==> src/rtl/pwm_update_arbiter.sv <==
// Shares one PWM generator config port among NUM_REQ requesters and issues one clamped update per PWM period.
// Define PWM_ARB_FIXED_PRIO_EN for fixed-priority arbitration (lowest index wins); default is round-robin.
module pwm_update_arbiter #(
    parameter int unsigned NUM_REQ   = 3,
    parameter int unsigned TIMEOUT   = 0,
    parameter logic [7:0]  RESET_TOP = 8'hff
) (
    input  logic                       i_clk,
    input  logic                       i_rst,
    input  logic [NUM_REQ-1:0]         i_req_valid,
    output logic [NUM_REQ-1:0]         o_req_ready,
    input  logic [8*NUM_REQ-1:0]       i_req_top,
    input  logic [9*NUM_REQ-1:0]       i_req_compare,
    input  logic                       i_period_end,
    output logic [7:0]                 o_top,
    output logic                       o_top_valid,
    output logic [8:0]                 o_compare,
    output logic                       o_compare_valid,
    output logic [$clog2(NUM_REQ)-1:0] o_grant_id,
    output logic                       o_busy
);
    localparam int unsigned ID_W  = $clog2(NUM_REQ);
    localparam int unsigned CNT_W = (TIMEOUT > 1) ? $clog2(TIMEOUT) : 1;
    localparam logic [CNT_W-1:0] CNT_LAST = CNT_W'((TIMEOUT > 0) ? (TIMEOUT - 1) : 0);

    typedef enum logic [1:0] {
        IDLE  = 2'd0,
        HELD  = 2'd1,
        ISSUE = 2'd2
    } state_e;

    state_e           state_q, state_d;
    logic [CNT_W-1:0] cnt_q, cnt_d;
    logic [ID_W-1:0]  grant_q, grant_d;
    logic [7:0]       top_hold_q, top_hold_d;
    logic [8:0]       cmp_hold_q, cmp_hold_d;
    logic [7:0]       top_q, top_d;
    logic [8:0]       cmp_q, cmp_d;
    logic             valid_q, valid_d;

    logic             win_found;
    logic [ID_W-1:0]  win_idx;
    logic             xfer;
    logic [7:0]       top_sel;
    logic [8:0]       cmp_sel;
    logic [8:0]       top_p1;
    logic [8:0]       cmp_clamped;
    logic             timed_out;

`ifdef PWM_ARB_FIXED_PRIO_EN
    // Lowest-index valid requester wins.
    always_comb begin
        win_found = 1'b0;
        win_idx   = '0;
        for (int unsigned i = 0; i < NUM_REQ; i++) begin
            if (!win_found && i_req_valid[i]) begin
                win_found = 1'b1;
                win_idx   = ID_W'(i);
            end
        end
    end
`else
    logic [ID_W-1:0] ptr_q, ptr_d;

    // First valid requester at or above the pointer, wrapping around.
    always_comb begin
        int unsigned idx;
        idx       = 0;
        win_found = 1'b0;
        win_idx   = '0;
        for (int unsigned i = 0; i < NUM_REQ; i++) begin
            idx = 32'(ptr_q) + i;
            if (idx >= NUM_REQ) begin
                idx = idx - NUM_REQ;
            end
            if (!win_found && i_req_valid[idx]) begin
                win_found = 1'b1;
                win_idx   = ID_W'(idx);
            end
        end
    end

    always_comb begin
        ptr_d = ptr_q;
        if (xfer) begin
            ptr_d = (win_idx == ID_W'(NUM_REQ - 1)) ? '0 : win_idx + 1'b1;
        end
    end

    always_ff @(posedge i_clk or posedge i_rst) begin
        if (i_rst) begin
            ptr_q <= '0;
        end else begin
            ptr_q <= ptr_d;
        end
    end
`endif

    assign xfer        = (state_q == IDLE) && win_found;
    assign o_req_ready = NUM_REQ'(xfer) << win_idx;

    // Compare above top+1 would never match; saturate to 100% duty.
    assign top_sel     = i_req_top[8*win_idx +: 8];
    assign cmp_sel     = i_req_compare[9*win_idx +: 9];
    assign top_p1      = {1'b0, top_sel} + 9'd1;
    assign cmp_clamped = (cmp_sel > top_p1) ? top_p1 : cmp_sel;

    assign timed_out = (TIMEOUT > 0) && (cnt_q == CNT_LAST);

    always_comb begin
        state_d    = state_q;
        cnt_d      = cnt_q;
        grant_d    = grant_q;
        top_hold_d = top_hold_q;
        cmp_hold_d = cmp_hold_q;
        top_d      = top_q;
        cmp_d      = cmp_q;
        valid_d    = 1'b0;
        case (state_q)
            IDLE: begin
                if (xfer) begin
                    top_hold_d = top_sel;
                    cmp_hold_d = cmp_clamped;
                    grant_d    = win_idx;
                    cnt_d      = '0;
                    state_d    = HELD;
                end
            end
            HELD: begin
                if (i_period_end || timed_out) begin
                    top_d   = top_hold_q;
                    cmp_d   = cmp_hold_q;
                    valid_d = 1'b1;
                    state_d = ISSUE;
                end else begin
                    cnt_d = cnt_q + 1'b1;
                end
            end
            ISSUE: begin
                state_d = IDLE;
            end
            default: begin
                state_d = IDLE;
            end
        endcase
    end

    always_ff @(posedge i_clk or posedge i_rst) begin
        if (i_rst) begin
            state_q    <= IDLE;
            cnt_q      <= '0;
            grant_q    <= '0;
            top_hold_q <= '0;
            cmp_hold_q <= '0;
            top_q      <= RESET_TOP;
            cmp_q      <= '0;
            valid_q    <= 1'b0;
        end else begin
            state_q    <= state_d;
            cnt_q      <= cnt_d;
            grant_q    <= grant_d;
            top_hold_q <= top_hold_d;
            cmp_hold_q <= cmp_hold_d;
            top_q      <= top_d;
            cmp_q      <= cmp_d;
            valid_q    <= valid_d;
        end
    end

    assign o_top           = top_q;
    assign o_compare       = cmp_q;
    assign o_top_valid     = valid_q;
    assign o_compare_valid = valid_q;
    assign o_grant_id      = grant_q;
    assign o_busy          = (state_q != IDLE);

endmodule
==> config.mk <==
export PLATFORM = sky130hd
export DESIGN_NAME = pwm_update_arbiter
export DESIGN_NICKNAME = d
export VERILOG_FILES = /design/src/rtl/pwm_update_arbiter.sv
export SDC_FILE = /design/constraint.sdc
export NUM_CORES = 1
export LEC_CHECK = 0
export CAP_MARGIN = 20
export CORE_UTILIZATION = 50
export DETAILED_ROUTE_END_ITERATION = 7
export PLACE_DENSITY = 0.83
export SLEW_MARGIN = 10
export SYNTH_ARGS = -nofsm -noshare
export SYNTH_HDL_FRONTEND = slang
export SYNTH_SLANG_ARGS = --single-unit
==> constraint.sdc <==
create_clock -name i_clk -period 13.79 [get_ports i_clk]
set_clock_uncertainty 0.15 [all_clocks]
set_input_delay 2.758 -clock i_clk [delete_from_list [all_inputs] [get_ports i_clk]]
set_output_delay 2.758 -clock i_clk [all_outputs]
set_load 0.01 [all_outputs]
==> impl_metrics.csv <==
group,metric,value,unit
run_status,outcome,"finished clean",
power_and_ir_drop,pwr-share-comb,0.712,
clock_tree,clock_latency,290,ps
power_and_ir_drop,peakVddDrop,0.120,mV
sta,timing.final.crit_share,0.614,
power_and_ir_drop,power_density,287,nW/µm²
global_routing,grt_max_degree,42,
yosys,ys_ff_latch,41,
yosys,synth_top_area_share,0.290,
die,core-area,5510,µm²
finish,n_antenna_cell,0,
sta,rsz0062_at_grt,"false",
setup_path,crit_path_start,"i_req_valid[1]",
global_routing,grt_pass1_wl,10.9,mm
setup_path,crit_required,10880,ps
setup_path,r2r-start,"ptr_q[1]",
placement,dp_hpwl,5.24,mm
die,die_area,6010,µm²
setup_path,crit_path_end_kind,"output pin",
run,max-cap-violations,0,
global_routing,grt_pass1_vias,2270,
sta,fmax,0.118,GHz
yosys,synth_edf_count,0,
placement,portBuffers,81,
setup_path,cp.arrival,5560,ps
yosys,synth_largest_area_cell,"dfrtp_1",
clock_tree,cts_tree,"yes",
clock_tree,cts.clk_slew.worst_paths,70,ps
yosys,synth.distinct_cells,54,
finish,layout-drive-gt1-share,0.183,
setup_path,critical_path_class,"in2out",
sta,finalHoldViolations,0,
die,rows,27,
yosys,syn_inst,290,
clock_tree,numCtsBuffers,5,
global_routing,grt_antenna_before_repair,0,
placement,place_congestion,0.951,
sta,slew_viol_final,0,
drt,wire_per_inst,15.1,µm
drt,drtIter0Drc,163,
die,die_x,77.5,µm
power_and_ir_drop,p_leak,1.58,nW
setup_path,reg2regPathDepth,20,
clock_tree,cts_resized,0,
die,start_util,0.518,
placement,placed_area,3680,µm²
setup_path,r2r_setup_slack,8250,ps
sta,relSlewSlack,0.494,
drt,viasPerCell,5.55,
clock_tree,cts_root_buf,"clkbuf_8",
yosys,ys_warn_count,0,
drt,drcViolationCount,0,
power_and_ir_drop,p_int,600,µW
global_routing,grt_usage,0.235,
yosys,ys_top_cells_by_area,"dfrtp_1 (29%), mux2_2 (9.9%), dfstp_2 (7.4%)",
hold_path,min_from,"o_grant_id[0]",
setup_path,critPathLaunchType,"input pin",
power_and_ir_drop,clock_power_share,0.089,
yosys,async_reset_ff_frac,1.00,
yosys,syn-cell-area,2850,µm²
clock_tree,postCtsSetupRepairBufs,0,
sta,setup_viol,0,
die,fp.dieH,77.5,µm
drt,first_pass_iters,5,
drt,totalWireLength,6.65,mm
drt,ant_nets,0,
setup_path,worstPathMaxFanout,29,
global_routing,grt_overflow,0,
sta,tightest_slew,751,ps
clock_tree,postCtsHoldBufs,0,
hold_path,holdPathStages,1,
yosys,synth-main-ff-cell,"dfrtp_1",
die,io_pins,82,
power_and_ir_drop,power_frac_seq,0.199,
sta,period_needed,8460,ps
finish,nNetsFinal,437,
hold_path,worstHoldEndpoint,"o_grant_id[0]",
power_and_ir_drop,p_sw_frac,0.450,
drt,dr_total_vias,2437,
power_and_ir_drop,p_sw,491,µW
clock_tree,cts_sinks,41,
yosys,synth_nets,361,
yosys,seq_area_frac_synth,0.363,
clock_tree,cts.path.max_buffers,2,
finish,finalInstanceArea,3800,µm²
setup_path,r2r-end,"cmp_hold_q[0]",
hold_path,min_path_type,"reg2reg",
yosys,syn_area_per_cell,9.83,µm²
sta,tns,0,ps
clock_tree,htree_levels,2,
finish,final.fill_count,433,
finish,area_delta_synth_final,33.3,%
[per-stage QoR]
step	utilization	hold slack, ps	instances	power [mW]	setup WS (ps)
2_1_floorplan	-	293	290	0.787	6530
3_3_place_gp	0.668	306	430	0.975	5400
3_5_place_dp	0.668	321	430	0.986	5310
4_1_cts	0.689	341	438	1.08	5310
5_1_grt	0.690	365	439	1.19	5140
6_report	0.690	335	439	1.09	5330
[power by group through the flow]
stage               Sequential (mW)  Clock (mW)  Combinational (mW)
global route                  0.225       0.104               0.860
finish                        0.218      0.0971               0.776
global placement              0.216           0               0.759
floorplan                     0.224           0               0.563
detailed placement            0.220           0               0.766
CTS                           0.218      0.0983               0.768
[sequential cells by signal, summed over array words and instances, names as in the netlist]
register,cells
ptr_q,2
o_compare,9
state_q,2
o_grant_id,2
o_compare_valid,1
cmp_hold_q,9
o_top,8
top_hold_q,8
[synthesized netlist by cell type (all sizes together) (3+ instances only)]
cell,n
ha,14
a21oi,6
dfrtp,33
xnor2,3
nor2,15
and2,3
mux2i,16
nand3,12
nand2,35
or2,4
buf,10
mux2,26
a31o,5
inv,7
nor2b,6
dfstp,8
o21a,4
nand2b,4
nor3,3
clkbuf,6
a21o,3
nor4b,3
nand3b,4
nand4,8
a22oi,6
o21ai,25
[cell usage in the layout (no fill, tap or decap), drive strengths merged, types with 5 or more instances in the layout]
master         instances
clkdlybuf4s50         81
nand2                 35
dfrtp                 33
mux2                  26
o21ai                 25
mux2i                 16
nor2                  15
ha                    14
nand3                 12
nand4                  8
dfstp                  8
inv                    7
clkbuf                 7
nor2b                  6
a21oi                  6
a22oi                  6
a31o                   5
[critical path, cell delays in order]
cell and delay (ps):
clkdlybuf4s50_1 570, nor2b_1 70, nor4b_1 380, nor3_2 100, o31ai_4 280, buf_4 350, and2_1 280, nor2b_1 200
clkdlybuf4s50_1 560
[cell type report]
| class | count | area, µm² | area share |
|---|---|---|---|
| Timing Repair Buffer | 85 | 841 | 0.221 |
| Sequential cell | 41 | 1040 | 0.273 |
| Multi-Input combinational cell | 226 | 1690 | 0.445 |
| Clock inverter | 1 | 30.0 | 0.00790 |
| Clock buffer | 7 | 86.3 | 0.0227 |
| Tap cell | 72 | 90.1 | 0.0237 |
| Inverter | 7 | 26.3 | 0.00691 |
[worst max-delay path by stage]
stage               depth (start not counted)  slack [ps]        endpoint
floorplan                                   9        6530  o_req_ready[0]
global placement                            9        5400  o_req_ready[2]
detailed placement                          9        5310  o_req_ready[2]
CTS                                         9        5310  o_req_ready[2]
global route                                9        5140  o_req_ready[2]
finish                                      9        5330  o_req_ready[2]
[logic make-up after synthesis]
| logic type | Yosys count | share of synthesized area |
|---|---|---|
| AND/OR/NAND/NOR | 103 | 0.191 |
| AO/OA/AOI/OAI | 62 | 0.162 |
| multiplexers | 42 | 0.163 |
| flip-flops | 41 | 0.363 |
| buffers and inverters | 23 | 0.0439 |
| adder cells (fa/ha/maj) | 14 | 0.0614 |
| XOR/XNOR | 5 | 0.0154 |
[per-layer routing]
metal | share of wire | wire length [µm] | GRT usage | vias up
met5 | 0 | 0 | 0 | -
met4 | 0.019 | 128 | 0.0962 | 0
met3 | 0.051 | 338 | 0.0306 | 11
met2 | 0.48 | 3170 | 0.379 | 100
met1 | 0.45 | 3010 | 0.316 | 1121
li1 | - | - | - | 1205
Power figures use the tool's default switching activity.
